[config.mk]
export PLATFORM = sky130hd
export DESIGN_NAME = fb_rect_fill_flat
export DESIGN_NICKNAME = d
export VERILOG_FILES = /design/src/rtl/fb_rect_fill_pkg.sv /design/src/rtl/fb_rect_fill_if.sv /design/src/rtl/fb_rect_fill_clip.sv /design/src/rtl/fb_rect_fill.sv /design/src/flat_wrapper.sv
export SDC_FILE = /design/constraint.sdc
export NUM_CORES = 1
export LEC_CHECK = 0
export BUFFER_PORTS_ARGS = -buffer_cell sky130_fd_sc_hd__clkbuf_2
export CORE_MARGIN = 2
export CORE_UTILIZATION = 50
export CTS_BUF_LIST = sky130_fd_sc_hd__clkbuf_16
export DETAILED_ROUTE_END_ITERATION = 12
export PLACE_DENSITY = 0.69
export SLEW_MARGIN = 30
export SYNTH_ARGS = -nofsm -noshare
export SYNTH_HDL_FRONTEND = slang
export SYNTH_HIERARCHICAL = 1
export SYNTH_SLANG_ARGS = --single-unit
export TNS_END_PERCENT = 20
[constraint.sdc]
create_clock -name clk_in -period 9.7 [get_ports clk_in]
set_clock_uncertainty 0.2 [all_clocks]
set_input_delay 1.455 -clock clk_in [delete_from_list [all_inputs] [get_ports clk_in]]
set_output_delay 1.455 -clock clk_in [all_outputs]
set_load 0.02 [all_outputs]
[src/rtl/fb_rect_fill_pkg.sv]
// Shared framebuffer constants for the HDMI pipeline and the rectangle-fill FSM state type.
package hdmi_const;
   localparam int FB_WIDTH  = 320;
   localparam int FB_HEIGHT = 180;
   localparam int FB_SIZE   = FB_WIDTH * FB_HEIGHT;
   localparam int FB_ADDR_W = 17;

   typedef enum logic [1:0] {
      IDLE = 2'd0,
      FILL = 2'd1,
      DONE = 2'd2
   } fill_state_t;
endpackage

[src/rtl/fb_rect_fill_if.sv]
// Write-side bus into the double-buffered frame buffer; addresses are byte-style (pixel index << 1).
interface frame_buffer_bus
   import hdmi_const::*;
();
   logic [15:0]          write_data;
   logic [FB_ADDR_W-1:0] write_addr;
   logic                 write_enable;
   logic                 write_clk;
   logic                 swap_buffer;
   logic [15:0]          debug_read;

   modport WRITE (
      output write_data,
      output write_addr,
      output write_enable,
      output write_clk,
      output swap_buffer
   );

   modport FB (
      input  write_data,
      input  write_addr,
      input  write_enable,
      input  write_clk,
      input  swap_buffer,
      output debug_read
   );
endinterface

[src/rtl/fb_rect_fill_clip.sv]
// Clips a rectangle command against the framebuffer and flags rectangles that draw nothing.
module fb_rect_clip
#(
   parameter int FB_W = 320,
   parameter int FB_H = 180
) (
   input  logic [8:0] x_i,
   input  logic [7:0] y_i,
   input  logic [8:0] w_i,
   input  logic [7:0] h_i,
   output logic [9:0] xe_o,
   output logic [9:0] ye_o,
   output logic       empty_o
);
   localparam logic [9:0] W10 = 10'(FB_W);
   localparam logic [9:0] H10 = 10'(FB_H);

   logic [9:0] x_end, y_end;

   always_comb begin
      x_end   = {1'b0, x_i} + {1'b0, w_i};
      y_end   = {2'b00, y_i} + {2'b00, h_i};
      xe_o    = (x_end > W10) ? W10 : x_end;
      ye_o    = (y_end > H10) ? H10 : y_end;
      empty_o = ({1'b0, x_i} >= W10) || ({2'b00, y_i} >= H10) ||
                (w_i == 9'd0) || (h_i == 8'd0);
   end
endmodule

[src/rtl/fb_rect_fill.sv]
// Filled-rectangle drawing engine: one RGB565 pixel per cycle into the back buffer,
// with buffer swaps deferred until no rectangle is in flight.
module fb_rect_fill
   import hdmi_const::*;
#(
   parameter int FB_W = hdmi_const::FB_WIDTH,
   parameter int FB_H = hdmi_const::FB_HEIGHT
) (
   input  logic        clk_in,
   input  logic        rst_in,
   input  logic        cmd_valid_in,
   output logic        cmd_ready_out,
   input  logic [8:0]  cmd_x_in,
   input  logic [7:0]  cmd_y_in,
   input  logic [8:0]  cmd_w_in,
   input  logic [7:0]  cmd_h_in,
   input  logic [15:0] cmd_color_in,
   input  logic        swap_req_in,
   output logic        busy_out,
   output logic        done_out,
   frame_buffer_bus.WRITE bus
);
   localparam logic [FB_ADDR_W-1:0] ROW_STEP = FB_ADDR_W'(FB_W);

   fill_state_t          state_q;
   logic                 swap_pending_q, swap_q;
   logic [8:0]           x0_q, cx_q;
   logic [7:0]           cy_q;
   logic [9:0]           xe_q, ye_q;
   logic [FB_ADDR_W-1:0] row_base_q;
   logic                 we_q;
   logic [15:0]          wdata_q;
   logic [FB_ADDR_W-1:0] waddr_q;

   logic [9:0]           xe_c, ye_c;
   logic                 empty_c;
   logic                 accept, swap_want, last_col, last_row;
   logic [8:0]           cx_d;
   logic [7:0]           cy_d;
   logic [FB_ADDR_W-1:0] row_base_d, first_base;

   function automatic logic [FB_ADDR_W-1:0] pix_addr(input logic [FB_ADDR_W-1:0] base,
                                                     input logic [8:0] col);
      return (base + FB_ADDR_W'(col)) << 1;
   endfunction

   fb_rect_clip #(.FB_W(FB_W), .FB_H(FB_H)) u_clip (
      .x_i    (cmd_x_in),
      .y_i    (cmd_y_in),
      .w_i    (cmd_w_in),
      .h_i    (cmd_h_in),
      .xe_o   (xe_c),
      .ye_o   (ye_c),
      .empty_o(empty_c)
   );

   assign cmd_ready_out = (state_q == IDLE) && !swap_pending_q && !swap_q;
   assign busy_out      = (state_q != IDLE) || swap_pending_q;
   assign done_out      = (state_q == DONE);

   assign bus.write_clk    = clk_in;
   assign bus.write_enable = we_q;
   assign bus.write_data   = wdata_q;
   assign bus.write_addr   = waddr_q;
   assign bus.swap_buffer  = swap_q;

   always_comb begin
      swap_want  = swap_pending_q | swap_req_in;
      accept     = cmd_valid_in & cmd_ready_out;
      last_col   = (({1'b0, cx_q} + 10'd1) == xe_q);
      last_row   = (({2'b00, cy_q} + 10'd1) == ye_q);
      // Only the starting row needs y*FB_W; a constant multiply folds into shifts and adds.
      first_base = FB_ADDR_W'(cmd_y_in) * ROW_STEP;
      cx_d       = cx_q + 9'd1;
      cy_d       = cy_q;
      row_base_d = row_base_q;
      if (last_col) begin
         cx_d       = x0_q;
         cy_d       = cy_q + 8'd1;
         row_base_d = row_base_q + ROW_STEP;
      end
   end

   always_ff @(posedge clk_in) begin
      if (rst_in) begin
         state_q        <= IDLE;
         swap_pending_q <= 1'b0;
         swap_q         <= 1'b0;
         we_q           <= 1'b0;
         wdata_q        <= '0;
         waddr_q        <= '0;
         x0_q           <= '0;
         cx_q           <= '0;
         cy_q           <= '0;
         xe_q           <= '0;
         ye_q           <= '0;
         row_base_q     <= '0;
      end else begin
         swap_q <= 1'b0;
         case (state_q)
            IDLE: begin
               if (accept) begin
                  x0_q           <= cmd_x_in;
                  cx_q           <= cmd_x_in;
                  cy_q           <= cmd_y_in;
                  xe_q           <= xe_c;
                  ye_q           <= ye_c;
                  row_base_q     <= first_base;
                  wdata_q        <= cmd_color_in;
                  swap_pending_q <= swap_want;
                  if (empty_c) begin
                     state_q <= DONE;
                  end else begin
                     state_q <= FILL;
                     we_q    <= 1'b1;
                     waddr_q <= pix_addr(first_base, cmd_x_in);
                  end
               end else if (swap_want && !swap_q) begin
                  swap_q         <= 1'b1;
                  swap_pending_q <= 1'b0;
               end else begin
                  swap_pending_q <= swap_want;
               end
            end
            FILL: begin
               swap_pending_q <= swap_want;
               if (last_col && last_row) begin
                  we_q    <= 1'b0;
                  state_q <= DONE;
               end else begin
                  cx_q       <= cx_d;
                  cy_q       <= cy_d;
                  row_base_q <= row_base_d;
                  waddr_q    <= pix_addr(row_base_d, cx_d);
               end
            end
            DONE: begin
               state_q <= IDLE;
               // A deferred swap goes out right away, so ready stays low until it is served.
               if (swap_want) begin
                  swap_q         <= 1'b1;
                  swap_pending_q <= 1'b0;
               end
            end
            default: state_q <= IDLE;
         endcase
      end
   end
endmodule

[src/flat_wrapper.sv]
// flat-port wrapper written by rule: the top's interface ports become plain ports
module fb_rect_fill_flat import hdmi_const::*;
#(
   parameter int FB_W = hdmi_const::FB_WIDTH,
   parameter int FB_H = hdmi_const::FB_HEIGHT
)
  (clk_in, rst_in, cmd_valid_in, cmd_ready_out, cmd_x_in, cmd_y_in, cmd_w_in, cmd_h_in, cmd_color_in, swap_req_in, busy_out, done_out, bus_write_data, bus_write_addr, bus_write_enable, bus_write_clk, bus_swap_buffer);
  frame_buffer_bus bus_i ();
  input  logic clk_in;
  input  logic rst_in;
  input  logic cmd_valid_in;
  output logic cmd_ready_out;
  input  logic [8:0] cmd_x_in;
  input  logic [7:0] cmd_y_in;
  input  logic [8:0] cmd_w_in;
  input  logic [7:0] cmd_h_in;
  input  logic [15:0] cmd_color_in;
  input  logic swap_req_in;
  output logic busy_out;
  output logic done_out;
  output wire logic [$bits(bus_i.write_data)-1:0] bus_write_data;
  output wire logic [$bits(bus_i.write_addr)-1:0] bus_write_addr;
  output wire logic [$bits(bus_i.write_enable)-1:0] bus_write_enable;
  output wire logic [$bits(bus_i.write_clk)-1:0] bus_write_clk;
  output wire logic [$bits(bus_i.swap_buffer)-1:0] bus_swap_buffer;
  assign bus_write_data = bus_i.write_data;
  assign bus_write_addr = bus_i.write_addr;
  assign bus_write_enable = bus_i.write_enable;
  assign bus_write_clk = bus_i.write_clk;
  assign bus_swap_buffer = bus_i.swap_buffer;
  fb_rect_fill #(.FB_W(FB_W), .FB_H(FB_H)) u_core (.clk_in(clk_in), .rst_in(rst_in), .cmd_valid_in(cmd_valid_in), .cmd_ready_out(cmd_ready_out), .cmd_x_in(cmd_x_in), .cmd_y_in(cmd_y_in), .cmd_w_in(cmd_w_in), .cmd_h_in(cmd_h_in), .cmd_color_in(cmd_color_in), .swap_req_in(swap_req_in), .busy_out(busy_out), .done_out(done_out), .bus(bus_i));
endmodule
==> flow_summary.rst <==
.. list-table::
   :header-rows: 1

   * - Metric
     - Value
   * - Run status
     - completed
   * - Placer's final routability congestion estimate
     - approximately 0.94
   * - Number of filler instances in the final layout
     - approximately 1.4k
   * - Register bit count reported by yosys
     - between 90 and 100
   * - Register area share after synthesis
     - 0.266
   * - Cell types with the highest counts after synthesis
     - sky130_fd_sc_hd__nand2_1, sky130_fd_sc_hd__a21oi_1, sky130_fd_sc_hd__dfxtp_1, sky130_fd_sc_hd__nor2_1, sky130_fd_sc_hd__ha_1
   * - Antenna-violating nets left
     - 0
   * - Hold crit path type
     - register to register
   * - Number of different library cells in the post-synthesis netlist
     - between 80 and 90
   * - Logic pwr share
     - 0.480
   * - # rows
     - 43
   * - Number of primary I/O pins
     - 93
   * - Clock tree from TritonCTS
     - yes
   * - RR Startpoint
     - u_core/cx_q[0]$_SDFFE_PP0P_
   * - CP Launch Type
     - clock port
   * - Cell type contributing the most total cell area after synthesis
     - sky130_fd_sc_hd__dfxtp_1
   * - Total global routing overflow
     - 0
   * - IR drop worst, VDD
     - about 140 uV
   * - Adder-cell area share of the yosys netlist
     - 0.0884
   * - Share of the synthesized area in the top cell type
     - 0.266
   * - EDFF count, synth
     - 0
   * - Total wire length after detailed routing
     - roughly 18,000 um
   * - Number of max-slew violations in the final report
     - 0
   * - Critical Path RT
     - 8.05 ns
   * - Critical path type
     - clock port to primary output
   * - Setup bufs post-CTS
     - 0
   * - Net count reported at finish
     - 1,066
   * - Max-cap violation count
     - 0
   * - CTS hold repair buffers
     - 0
   * - Net switching fraction of the power
     - 0.444
   * - Residual DRC count
     - 0
   * - Warnings from Yosys
     - 6
   * - Sum of negative setup slack
     - 0 ns
   * - Fin util
     - 0.570
   * - Reg-to-reg setup timing slack
     - 5.41 ns
   * - Maximum number of pins on one net before global-route repair
     - 90
   * - Largest family of logic cells by synthesized area
     - simple AND/OR/NAND/NOR gates
   * - Kind of end point of the critical path
     - primary output
   * - Final cell area excluding filler cells
     - roughly 7800 um2
   * - Worst-case hold path end point
     - u_core/bus.write_addr[3]$_SDFFE_PP0P_
   * - Via/cell ratio
     - around 5.7
   * - Placed Instance Area
     - approximately 7400 um2
   * - Reg2Reg Capture Point
     - u_core/bus.write_addr[11]$_SDFFE_PP0P_
   * - Post-synthesis xor/xnor area fraction
     - 0.0827
   * - Share of the synthesized area in compound gates (AO/OA/AOI/OAI)
     - 0.226
   * - Worst Reg2Reg Path Length in Cells
     - 14
   * - Initial Utilization
     - 0.507
   * - Floorplan die area
     - between 10,000 and 15,000 um2
   * - Total via count in the routed design
     - 6,518
   * - Cell with the most instances after synthesis
     - sky130_fd_sc_hd__nand2_1
   * - Via count of the first global-routing pass
     - roughly 6.0k
   * - Antenna diodes
     - 0
   * - DRC violation total after the first TritonRoute iteration
     - ~430
   * - Post-DP HPWL
     - about 13,000 um
   * - Post-Route Hold Slack
     - between 0.2 and 0.3 ns
   * - Min-Delay Path Depth
     - 2
   * - Worst-skew pair later-pin latency
     - about 0.47 ns
   * - Input/output buffers
     - between 90 and 100
   * - Average instance area after synthesis
     - approximately 7.6 um2
   * - Leak Pwr
     - approximately 0.0032 uW
   * - Min-Delay Startpoint
     - u_core/bus.write_addr[3]$_SDFFE_PP0P_
   * - GR Util All Layers
     - 0.255
   * - Areal power density over the cells
     - between 200 and 300 nW/um2
   * - Fraction of layout instances using a drive strength above 1
     - 0.143
   * - First-pass GRT wire length
     - 30,000 um
   * - Relative contribution of sequential cells to total power
     - 0.294
   * - Worst Setup Slack, final
     - 2.81 ns
   * - Portion of netlist area occupied by mux cells
     - 0.0231
   * - Int Pwr
     - 1190 uW
   * - Initial antenna violation count
     - 0
   * - Routed wirelength normalized by instance count
     - 15.7 um
   * - Final setup viols
     - 0
   * - Max-Slew Margin vs Limit
     - 0.480
   * - Simple-gate portion of the synthesized area
     - 0.255
   * - Placeable core region
     - roughly 14,000 um2
   * - Number of iterations in the first detailed-routing pass
     - 5
   * - Pre-CTS setup slack
     - 3.06 ns
   * - Overall die width
     - between 100 and 150 um
   * - Fraction of registers with async set/reset
     - 0
   * - Primary flip-flop cell chosen by synthesis mapping
     - sky130_fd_sc_hd__dfxtp_1
   * - Synthesized area
     - 6990 um2
   * - Net load switching power
     - approximately 950 uW
   * - Slew at the pin closest to its max-slew limit
     - approximately 0.78 ns
   * - Synthesis-to-finish area growth
     - 12.2%
   * - Count of instances resized after the clock tree is built
     - 0
   * - Height of the die
     - between 100 and 150 um
   * - Portion of total power attributed to the clock network
     - 0.226
   * - RSZ-0062 raised after global routing
     - false
   * - Clock slew at reported path FFs
     - around 0.06 ns
   * - Critical-path maximum fanout
     - 2
   * - Synth area leaders
     - sky130_fd_sc_hd__dfxtp_1, sky130_fd_sc_hd__nand2_1, sky130_fd_sc_hd__ha_1, sky130_fd_sc_hd__a21oi_1, sky130_fd_sc_hd__xnor2_1
   * - Endpoints failing hold
     - 0
   * - Count of mapped cells out of synthesis
     - between 900 and 1k
   * - Crit path DAT
     - between 5 and 6 ns
==> placed cells by master, fill, tap and decap left out, types with 5 or more instances in the layout <==
master	n
sky130_fd_sc_hd__nand2_1	152
sky130_fd_sc_hd__a21oi_1	101
sky130_fd_sc_hd__dfxtp_1	93
sky130_fd_sc_hd__clkbuf_2	90
sky130_fd_sc_hd__nor2_1	63
sky130_fd_sc_hd__ha_1	42
sky130_fd_sc_hd__xnor2_1	36
sky130_fd_sc_hd__o21ai_0	30
sky130_fd_sc_hd__nand3_1	25
sky130_fd_sc_hd__inv_1	24
sky130_fd_sc_hd__xor2_1	23
sky130_fd_sc_hd__a211oi_1	23
sky130_fd_sc_hd__mux2i_1	15
sky130_fd_sc_hd__nor3_1	14
sky130_fd_sc_hd__clkbuf_16	12
sky130_fd_sc_hd__nand4_1	11
sky130_fd_sc_hd__nand2b_1	11
sky130_fd_sc_hd__and3_1	10
sky130_fd_sc_hd__a21o_1	10
sky130_fd_sc_hd__o211ai_1	10
sky130_fd_sc_hd__and2_1	9
sky130_fd_sc_hd__nor2b_1	9
sky130_fd_sc_hd__nor3b_1	9
sky130_fd_sc_hd__or3_1	7
sky130_fd_sc_hd__nor4_1	7
sky130_fd_sc_hd__nand3b_1	6
sky130_fd_sc_hd__o22ai_1	6
sky130_fd_sc_hd__a22oi_1	5
sky130_fd_sc_hd__a211o_1	5
sky130_fd_sc_hd__o21ai_1	5
sky130_fd_sc_hd__conb_1	5
==> cell type report <==
type	instances	area, um2	share of cell area
tap	180	225	0.0287
clock buffer	13	305	0.0389
multi-input combinational	736	4740	0.604
inverter	26	97.6	0.0124
timing repair buffer	95	492	0.0627
sequential	93	1860	0.237
clock inverter	7	121	0.0155
==> sequential cells by signal (all words and copies together) (netlist names) <==
name	flops
u_core/row_base_q	10
u_core/bus.write_data	16
u_core/bus.write_addr	16
u_core/cy_q	8
u_core/state_q	2
u_core/cx_q	9
u_core/ye_q	10
u_core/bus.swap_buffer	1
u_core/bus.write_enable	1
u_core/xe_q	10
u_core/x0_q	9
u_core/swap_pending_q	1
==> cell families (layout without fill, tap and decap cells) <==
family,after synthesis,count (layout)
buffers and inverters,89,141
multiplexers,16,16
adder cells (fa/ha/maj),47,47
AO/OA/AOI/OAI,246,246
AND/OR/NAND/NOR,360,360
XOR/XNOR,62,62
flip-flops,93,93
other,2,5
==> stage by stage <==
| stage | power, uW | instances |
|---|---|---|
| finish | 2130 | 1150 |
| global route | 2300 | 1150 |
| CTS | 2140 | 1150 |
| detailed placement | 1660 | 1131 |
| global placement | 1650 | 1131 |
| floorplan | 1440 | 918 |
==> worst max-delay path, cell delays in order <==
cell and delay (ns):
sky130_fd_sc_hd__clkbuf_16 0.12, sky130_fd_sc_hd__clkbuf_16 0.13, sky130_fd_sc_hd__clkbuf_2 0.14
==> power groups by stage <==
stage / clock network (uW) / logic, uW / registers [uW]
after floorplan: 12.0 / 803 / 620
after global placement: 9.57 / 1010 / 630
after detailed placement: 9.57 / 1020 / 632
after CTS: 491 / 1030 / 625
after global routing: 503 / 1150 / 647
final: 482 / 1030 / 627
==> routing by layer <==
layer | up-vias | wire length, um | GRT usage
met5 | - | 0 | 0
met4 | 0 | 383 | 0.104
met3 | 24 | 965 | 0.0534
met2 | 161 | 7750 | 0.374
met1 | 2985 | 8960 | 0.362
li1 | 3348 | - | -
==> worst max path at each step <==
stage                       from            end  slack [ns]
final                     clk_in  bus_write_clk        2.81
after CTS                 clk_in  bus_write_clk        2.80
after floorplan           clk_in  bus_write_clk        3.06
after global placement    clk_in  bus_write_clk        3.06
after global routing      clk_in  bus_write_clk        2.80
after detailed placement  clk_in  bus_write_clk        3.06
Power figures use the tool's default switching activity.
